## src/rtl/snitch_tcdm_resp_pkg.sv

```systemverilog
// Shared types for the TCDM bank responder: FSM states, AMO encoding and request/response structs.
package snitch_tcdm_resp_pkg;

    localparam int unsigned LaneWidth = 32;
    localparam int unsigned UserWidth = 4;

    typedef enum logic [0:0] {
        IDLE   = 1'b0,
        AMO_WB = 1'b1
    } state_e;

    typedef enum logic [3:0] {
        AMONone = 4'd0,
        AMOSwap = 4'd1,
        AMOAdd  = 4'd2,
        AMOAnd  = 4'd3,
        AMOOr   = 4'd4,
        AMOXor  = 4'd5,
        AMOMax  = 4'd6,
        AMOMaxu = 4'd7,
        AMOMin  = 4'd8,
        AMOMinu = 4'd9,
        AMOLR   = 4'd10,
        AMOSC   = 4'd11
    } amo_op_e;

    // Default channel flavours for 32-bit and 64-bit banks.
    typedef struct packed {
        logic [31:0]          addr;
        logic                 write;
        amo_op_e              amo;
        logic [31:0]          data;
        logic [3:0]           strb;
        logic [UserWidth-1:0] user;
    } tcdm_req_chan_d32_t;

    typedef struct packed {
        logic               q_valid;
        tcdm_req_chan_d32_t q;
    } tcdm_req_d32_t;

    typedef struct packed {
        logic [31:0] data;
    } tcdm_rsp_chan_d32_t;

    typedef struct packed {
        logic               q_ready;
        logic               p_valid;
        tcdm_rsp_chan_d32_t p;
    } tcdm_rsp_d32_t;

    typedef struct packed {
        logic [31:0]          addr;
        logic                 write;
        amo_op_e              amo;
        logic [63:0]          data;
        logic [7:0]           strb;
        logic [UserWidth-1:0] user;
    } tcdm_req_chan_d64_t;

    typedef struct packed {
        logic               q_valid;
        tcdm_req_chan_d64_t q;
    } tcdm_req_d64_t;

    typedef struct packed {
        logic [63:0] data;
    } tcdm_rsp_chan_d64_t;

    typedef struct packed {
        logic               q_ready;
        logic               p_valid;
        tcdm_rsp_chan_d64_t p;
    } tcdm_rsp_d64_t;

endpackage

```

## src/rtl/snitch_amo_alu.sv

```systemverilog
// Combinational 32-bit atomic ALU: computes the value written back for an AMO.
module snitch_amo_alu
    import snitch_tcdm_resp_pkg::*;
(
    input  amo_op_e              amo_op_i,
    input  logic [LaneWidth-1:0] old_i,
    input  logic [LaneWidth-1:0] operand_i,
    output logic [LaneWidth-1:0] result_o
);

    always_comb begin
        result_o = operand_i;
        case (amo_op_i)
            AMOSwap: result_o = operand_i;
            AMOAdd:  result_o = old_i + operand_i;
            AMOAnd:  result_o = old_i & operand_i;
            AMOOr:   result_o = old_i | operand_i;
            AMOXor:  result_o = old_i ^ operand_i;
            AMOMax:  result_o = ($signed(old_i) > $signed(operand_i)) ? old_i : operand_i;
            AMOMaxu: result_o = (old_i > operand_i) ? old_i : operand_i;
            AMOMin:  result_o = ($signed(old_i) < $signed(operand_i)) ? old_i : operand_i;
            AMOMinu: result_o = (old_i < operand_i) ? old_i : operand_i;
            default: result_o = operand_i;
        endcase
    end

endmodule

```

## src/rtl/snitch_tcdm_bank_responder.sv

```systemverilog
// TCDM agent endpoint driving one 1-cycle-latency SRAM bank, with in-place AMO read-modify-write.
// Optional LR/SC reservation tracking is enabled by defining SNITCH_TCDM_RESPONDER_LRSC_EN.
module snitch_tcdm_bank_responder
    import snitch_tcdm_resp_pkg::*;
#(
    parameter int unsigned AddrWidth    = 32,
    parameter int unsigned DataWidth    = 32,
    parameter int unsigned MemAddrWidth = 10,
    parameter type         tcdm_req_t   = tcdm_req_d32_t,
    parameter type         tcdm_rsp_t   = tcdm_rsp_d32_t
) (
    input  logic                   clk_i,
    input  logic                   rst_i,
    input  tcdm_req_t              tcdm_req_i,
    output tcdm_rsp_t              tcdm_rsp_o,
    output logic                   mem_req_o,
    output logic                   mem_we_o,
    output logic [MemAddrWidth-1:0] mem_addr_o,
    output logic [DataWidth-1:0]   mem_wdata_o,
    output logic [DataWidth/8-1:0] mem_be_o,
    input  logic [DataWidth-1:0]   mem_rdata_i
);

    localparam int unsigned ByteOffset = $clog2(DataWidth/8);
    localparam int unsigned StrbWidth  = DataWidth/8;
    localparam int unsigned NumLanes   = DataWidth/LaneWidth;

    state_e                  state_q, state_d;
    logic                    p_valid_q, p_valid_d;
    logic [MemAddrWidth-1:0] addr_q, addr_d;
    logic [LaneWidth-1:0]    operand_q, operand_d;
    logic                    lane_q, lane_d;
    amo_op_e                 op_q, op_d;
    logic                    sc_rsp_q, sc_rsp_d;
    logic                    sc_fail_q, sc_fail_d;

    logic [MemAddrWidth-1:0] req_addr;
    logic                    req_lane;
    logic [LaneWidth-1:0]    req_lane_data, old_lane, alu_result;
    logic [StrbWidth-1:0]    amo_be;
    logic                    q_ready;

`ifdef SNITCH_TCDM_RESPONDER_LRSC_EN
    logic                    resv_valid_q, resv_valid_d;
    logic [MemAddrWidth-1:0] resv_addr_q, resv_addr_d;
    logic [UserWidth-1:0]    resv_user_q, resv_user_d;
`endif

    assign req_addr = tcdm_req_i.q.addr[ByteOffset +: MemAddrWidth];

    // On wide banks only one 32-bit lane takes part in an AMO; the other lane is masked off.
    if (NumLanes > 1) begin : g_wide
        assign req_lane      = tcdm_req_i.q.addr[2];
        assign req_lane_data = req_lane ? tcdm_req_i.q.data[2*LaneWidth-1:LaneWidth]
                                        : tcdm_req_i.q.data[LaneWidth-1:0];
        assign old_lane      = lane_q ? mem_rdata_i[2*LaneWidth-1:LaneWidth]
                                      : mem_rdata_i[LaneWidth-1:0];
        assign amo_be        = lane_q ? {{(StrbWidth/2){1'b1}}, {(StrbWidth/2){1'b0}}}
                                      : {{(StrbWidth/2){1'b0}}, {(StrbWidth/2){1'b1}}};
    end else begin : g_narrow
        assign req_lane      = 1'b0;
        assign req_lane_data = tcdm_req_i.q.data[LaneWidth-1:0];
        assign old_lane      = mem_rdata_i[LaneWidth-1:0];
        assign amo_be        = '1;
    end

    snitch_amo_alu u_alu (
        .amo_op_i  (op_q),
        .old_i     (old_lane),
        .operand_i (operand_q),
        .result_o  (alu_result)
    );

    always_comb begin
        state_d     = state_q;
        p_valid_d   = 1'b0;
        addr_d      = addr_q;
        operand_d   = operand_q;
        lane_d      = lane_q;
        op_d        = op_q;
        sc_rsp_d    = 1'b0;
        sc_fail_d   = 1'b0;
        q_ready     = 1'b0;
        mem_req_o   = 1'b0;
        mem_we_o    = 1'b0;
        mem_addr_o  = req_addr;
        mem_wdata_o = tcdm_req_i.q.data;
        mem_be_o    = tcdm_req_i.q.strb;
`ifdef SNITCH_TCDM_RESPONDER_LRSC_EN
        resv_valid_d = resv_valid_q;
        resv_addr_d  = resv_addr_q;
        resv_user_d  = resv_user_q;
`endif
        if (!rst_i) begin
            case (state_q)
                IDLE: begin
                    q_ready = 1'b1;
                    if (tcdm_req_i.q_valid) begin
                        mem_req_o = 1'b1;
                        p_valid_d = 1'b1;
                        case (tcdm_req_i.q.amo)
                            AMONone: mem_we_o = tcdm_req_i.q.write;
                            AMOLR: begin
`ifdef SNITCH_TCDM_RESPONDER_LRSC_EN
                                resv_valid_d = 1'b1;
                                resv_addr_d  = req_addr;
                                resv_user_d  = tcdm_req_i.q.user;
`endif
                            end
                            AMOSC: begin
                                sc_rsp_d = 1'b1;
`ifdef SNITCH_TCDM_RESPONDER_LRSC_EN
                                if (resv_valid_q && (resv_addr_q == req_addr)
                                    && (resv_user_q == tcdm_req_i.q.user)) begin
                                    mem_we_o     = 1'b1;
                                    resv_valid_d = 1'b0;
                                end else begin
                                    sc_fail_d = 1'b1;
                                end
`else
                                mem_we_o = 1'b1;
`endif
                            end
                            default: begin
                                addr_d    = req_addr;
                                operand_d = req_lane_data;
                                lane_d    = req_lane;
                                op_d      = tcdm_req_i.q.amo;
                                state_d   = AMO_WB;
                            end
                        endcase
`ifdef SNITCH_TCDM_RESPONDER_LRSC_EN
                        if (mem_we_o && (req_addr == resv_addr_q)) resv_valid_d = 1'b0;
`endif
                    end
                end
                AMO_WB: begin
                    mem_req_o   = 1'b1;
                    mem_we_o    = 1'b1;
                    mem_addr_o  = addr_q;
                    mem_wdata_o = {NumLanes{alu_result}};
                    mem_be_o    = amo_be;
                    state_d     = IDLE;
`ifdef SNITCH_TCDM_RESPONDER_LRSC_EN
                    if (addr_q == resv_addr_q) resv_valid_d = 1'b0;
`endif
                end
                default: state_d = IDLE;
            endcase
        end
    end

    // The response is gated by reset so an in-flight AMO reply is dropped immediately.
    always_comb begin
        tcdm_rsp_o         = '0;
        tcdm_rsp_o.q_ready = q_ready;
        tcdm_rsp_o.p_valid = p_valid_q & ~rst_i;
        tcdm_rsp_o.p.data  = sc_rsp_q ? DataWidth'(sc_fail_q) : mem_rdata_i;
    end

    always_ff @(posedge clk_i) begin
        if (rst_i) begin
            state_q   <= IDLE;
            p_valid_q <= 1'b0;
            addr_q    <= '0;
            operand_q <= '0;
            lane_q    <= 1'b0;
            op_q      <= AMONone;
            sc_rsp_q  <= 1'b0;
            sc_fail_q <= 1'b0;
        end else begin
            state_q   <= state_d;
            p_valid_q <= p_valid_d;
            addr_q    <= addr_d;
            operand_q <= operand_d;
            lane_q    <= lane_d;
            op_q      <= op_d;
            sc_rsp_q  <= sc_rsp_d;
            sc_fail_q <= sc_fail_d;
        end
    end

`ifdef SNITCH_TCDM_RESPONDER_LRSC_EN
    always_ff @(posedge clk_i) begin
        if (rst_i) begin
            resv_valid_q <= 1'b0;
            resv_addr_q  <= '0;
            resv_user_q  <= '0;
        end else begin
            resv_valid_q <= resv_valid_d;
            resv_addr_q  <= resv_addr_d;
            resv_user_q  <= resv_user_d;
        end
    end
`endif

endmodule

```

## config.mk

```make
export PLATFORM = sky130hd
export DESIGN_NAME = snitch_tcdm_bank_responder
export DESIGN_NICKNAME = d
export VERILOG_FILES = /design/src/rtl/snitch_tcdm_resp_pkg.sv /design/src/rtl/snitch_amo_alu.sv /design/src/rtl/snitch_tcdm_bank_responder.sv
export SDC_FILE = /design/constraint.sdc
export NUM_CORES = 1
export LEC_CHECK = 0
export ABC_AREA = 1
export BUFFER_PORTS_ARGS = -buffer_cell sky130_fd_sc_hd__buf_2
export CORE_MARGIN = 3
export CORE_UTILIZATION = 57
export DETAILED_ROUTE_END_ITERATION = 12
export PLACE_DENSITY_LB_ADDON = 0.2
export SYNTH_ARGS = -nofsm -noshare
export SYNTH_HDL_FRONTEND = slang
export SYNTH_SLANG_ARGS = --single-unit
export TNS_END_PERCENT = 5
```

## constraint.sdc

```tcl
create_clock -name clk_i -period 3.4 [get_ports clk_i]
set_input_delay 0.51 -clock clk_i [delete_from_list [all_inputs] [get_ports clk_i]]
set_output_delay 0.51 -clock clk_i [all_outputs]
set_load 0.01 [all_outputs]
```

==> results.sh <==
export IMPL_outcome="finished, violations left"
export IMPL_violations="negative setup slack"
export IMPL_clock_latency_ns=0.33
export IMPL_synth_nets=1810
export IMPL_ys_ff_latch=49
export IMPL_dp_hpwl_mm=26.7
export IMPL_drc=0
export IMPL_numCtsBuffers=5
export IMPL_min_period_over_period_pct=106
export IMPL_track_usage_pct=41.1
export IMPL_path_depth=18
export IMPL_wl_mm=38.7
export IMPL_cp_max_fo=7
export IMPL_relSlewSlack_pct=37.1
export IMPL_pwr_share_comb_pct=65.5
export IMPL_cp_required_ns=2.89
export IMPL_hp_start="rst_i"
export IMPL_min_path_cells=2
export IMPL_timing_final_max_slew_violations=0
export IMPL_crit_type="register to output pin"
export IMPL_fmax_mhz=279
export IMPL_nNetsFinal=2107
export IMPL_most_common_layout_cells="nand2_1, nand3_1, buf_4, buf_2, inv_1"
export IMPL_routedWlPerCell_um=18.6
export IMPL_n_antenna_cell=0
export IMPL_synthCells=1601
export IMPL_maxCapViolCount=0
export IMPL_hp_class="input port to register"
export IMPL_skew_ns=0.0173
export IMPL_cpMaxStageDelayCell="dfxtp_2"
export IMPL_synthArstFlopShare_pct=0
export IMPL_synth_cell_types=44
export IMPL_ctsHoldBuffers=0
export IMPL_critPathTopFamily="simple AND/OR/NAND/NOR gates"
export IMPL_sw_frac_of_total_pct=49.1
export IMPL_pre_cts_ws_ns=-0.149
export IMPL_row_count=44
export IMPL_synth_warning_count=0
export IMPL_dp_cells=2058
export IMPL_drive_gt1_share_pct=26.8
export IMPL_rrSetupSlack_ns=2.03
export IMPL_syn_to_final_growth_pct=36.9
export IMPL_synth_seq_area_share_pct=11.1
export IMPL_grt_max_degree=52
export IMPL_fin_crit_ns=3.59
export IMPL_hold_viol_final=0
export IMPL_r2r_cells=5
export IMPL_cp_arrival_ns=3.08
export IMPL_firstDrtPassIters=8
export IMPL_overflow=0
export IMPL_numPortBuffers=167
export IMPL_crit_top_cell="nor2_1"
export IMPL_min_to="state_q$_SDFF_PN0_"
export IMPL_cts_root_buf="clkbuf_16"
export IMPL_syn_area_sq_um=8820
export IMPL_cts_tree="done"
export IMPL_clk_path_buf_depth=2
export IMPL_r2r_end="operand_q[14]$_SDFFE_PP0P_"
export IMPL_regToRegStartpoint="state_q$_SDFF_PN0_"
export IMPL_die_x_um=130
export IMPL_num_io_pins=194
export IMPL_clock_sinks=49
export IMPL_syn_avg_cell_area_sq_um=5.51
export IMPL_dieArea_sq_um=17000
export IMPL_clock_power_share_pct=16.6
export IMPL_htreeDepth=2
export IMPL_cp_num_buf_inv=5
export IMPL_cp_cell_sequence="inv_1, ha_1, inv_1, a21oi_1, o21ai_1, nor2_1, nand2_2, nand2_8, nand2_8, buf_8, buf_4, a21oi_1, nor2_1, nor2_1, nand4_1, nand2_1, nand2_1, buf_2"
export IMPL_antenna_found_initial=0
export IMPL_nFillCells=1130
export IMPL_pwr_share_seq_pct=17.9
export IMPL_rsz0062_at_grt="true"
export IMPL_ys_flop_type="dfxtp_1"
export IMPL_design_area_sq_um=12100
export IMPL_die_h_um=130
export IMPL_final_common_cell="nand2_1"
export IMPL_ant_nets=0
export IMPL_vdd_drop_max_uv=241
export IMPL_fin_ws_ns=-0.189
export IMPL_final_setup_viol_count=32
export IMPL_p_leak_nw=6.08
export IMPL_routed_via_count=12900
export IMPL_viasPerCell=6.20
export IMPL_grt_pass1_vias=11200
export IMPL_finalSetupTns_ns=-2.84
export IMPL_cp_startpoint="operand_q[13]$_SDFFE_PP0P_"
export IMPL_coreArea_sq_um=14900
export IMPL_clkTransAtPathRegs_ns=0.09
export IMPL_initial_core_util_pct=59.4
export IMPL_p_per_area_nw_per_um2=310
export IMPL_startpoint_type="register"
export IMPL_internal_power_mw=1.91
export IMPL_synth_edf_count=0
export IMPL_cp_end_kind="output pin"
export IMPL_p_sw_mw=1.84
export IMPL_gp_congestion=1.06
export IMPL_tightestPinTransition_ns=0.942
export IMPL_place_area_sq_um=11000
export IMPL_cpPeakStageDelay_ns=0.37
export IMPL_instances_no_fill=2083
export IMPL_fin_util_pct=81.3
export IMPL_grt_pass1_wl_mm=56.0
export IMPL_drt_iter0_drc=1961
flip-flops by register name, summed over array words and instances (netlist names):
signal,cells
state_q,1
addr_q,10
op_q,4
p_valid_q,1
sc_rsp_q,1
operand_q,32
layout make-up:
cell class              count  area [sq um]  share of cell area, %
repair inverters            1          6.26                 0.0518
flip-flops and latches     49          1020                   8.43
multi-input cells        1295          7350                   60.8
clock buffers               5           125                   1.04
repair buffers            372          2650                   21.9
clock inverters             3          28.8                  0.238
well taps                 184           230                   1.90
inverters                 174           676                   5.59
cell usage after synthesis (3+ instances only):
| master | instances | area, sq um |
|---|---|---|
| inv_1 | 166 | 623 |
| o21a_1 | 3 | 22.5 |
| nand3b_1 | 8 | 60.1 |
| buf_1 | 5 | 18.8 |
| a211oi_1 | 11 | 82.6 |
| o22ai_1 | 13 | 81.3 |
| nand3_1 | 245 | 1230 |
| inv_2 | 6 | 22.5 |
| nand2_1 | 413 | 1550 |
| o211ai_1 | 22 | 165 |
| or2_2 | 7 | 43.8 |
| buf_4 | 9 | 67.6 |
| o221ai_1 | 9 | 78.8 |
| a21oi_1 | 144 | 721 |
| a221oi_1 | 7 | 61.3 |
| nor3_1 | 15 | 75.1 |
| o21bai_1 | 7 | 52.6 |
| buf_2 | 14 | 70.1 |
| dfxtp_1 | 49 | 981 |
| nand4_1 | 7 | 43.8 |
| nand2_2 | 3 | 18.8 |
| clkbuf_1 | 53 | 199 |
| nor2_1 | 140 | 526 |
| o21ai_0 | 118 | 591 |
| ha_1 | 96 | 1200 |
| nor4_1 | 4 | 25.0 |
| o21ai_1 | 4 | 20.0 |
repair_timing:
action | 4_1_cts | 5_1_grt
setup endpoints to repair | 32 | 32
resized for setup | 50 | 129
gates cloned | 1 | 6
hold endpoints to repair | 0 | 0
pin swaps | 5 | 22
buffers inserted | 1 | 9
how the worst max path moves through the flow:
stage	to	slack (ns)
after floorplan	mem_wdata_o[6]	0.34
after global placement	mem_wdata_o[21]	-0.04
after detailed placement	mem_wdata_o[29]	-0.15
after CTS	mem_wdata_o[21]	-0.09
after global routing	mem_wdata_o[17]	-0.24
final	mem_wdata_o[17]	-0.19
kinds of logic after synthesis:
kind of cell,after synthesis,share of synthesized area (%)
AO/OA/AOI/OAI,345,22.0
XOR/XNOR,2,0.199
adder cells (fa/ha/maj),97,13.8
buffers and inverters,258,11.7
flip-flops,49,11.1
AND/OR/NAND/NOR,850,41.2
metal layers:
| metal | global-route usage (%) | share of wire, % | vias to the layer above |
|---|---|---|---|
| met5 | 0 | 0 | - |
| met4 | 13.5 | 3.5 | 0 |
| met3 | 6.06 | 13 | 133 |
| met2 | 64.8 | 43 | 961 |
| met1 | 57.8 | 40 | 5885 |
| li1 | - | - | 5940 |
power by group through the flow:
stage | clock network, mW | logic, mW | registers (mW)
after detailed placement | 0 | 2.03 | 0.677
after global placement | 0 | 1.99 | 0.675
after global routing | 0.623 | 2.62 | 0.677
final | 0.623 | 2.45 | 0.672
after floorplan | 0 | 1.22 | 0.666
after CTS | 0.604 | 2.12 | 0.666
metrics by stage:
step                total power [mW]  hold slack [ns]
floorplan                       1.89            0.424
global placement                2.67            0.433
detailed placement              2.71            0.438
CTS                             3.39            0.424
global route                    3.92            0.426
finish                          3.75            0.426
(Power assumes the default switching activity.)
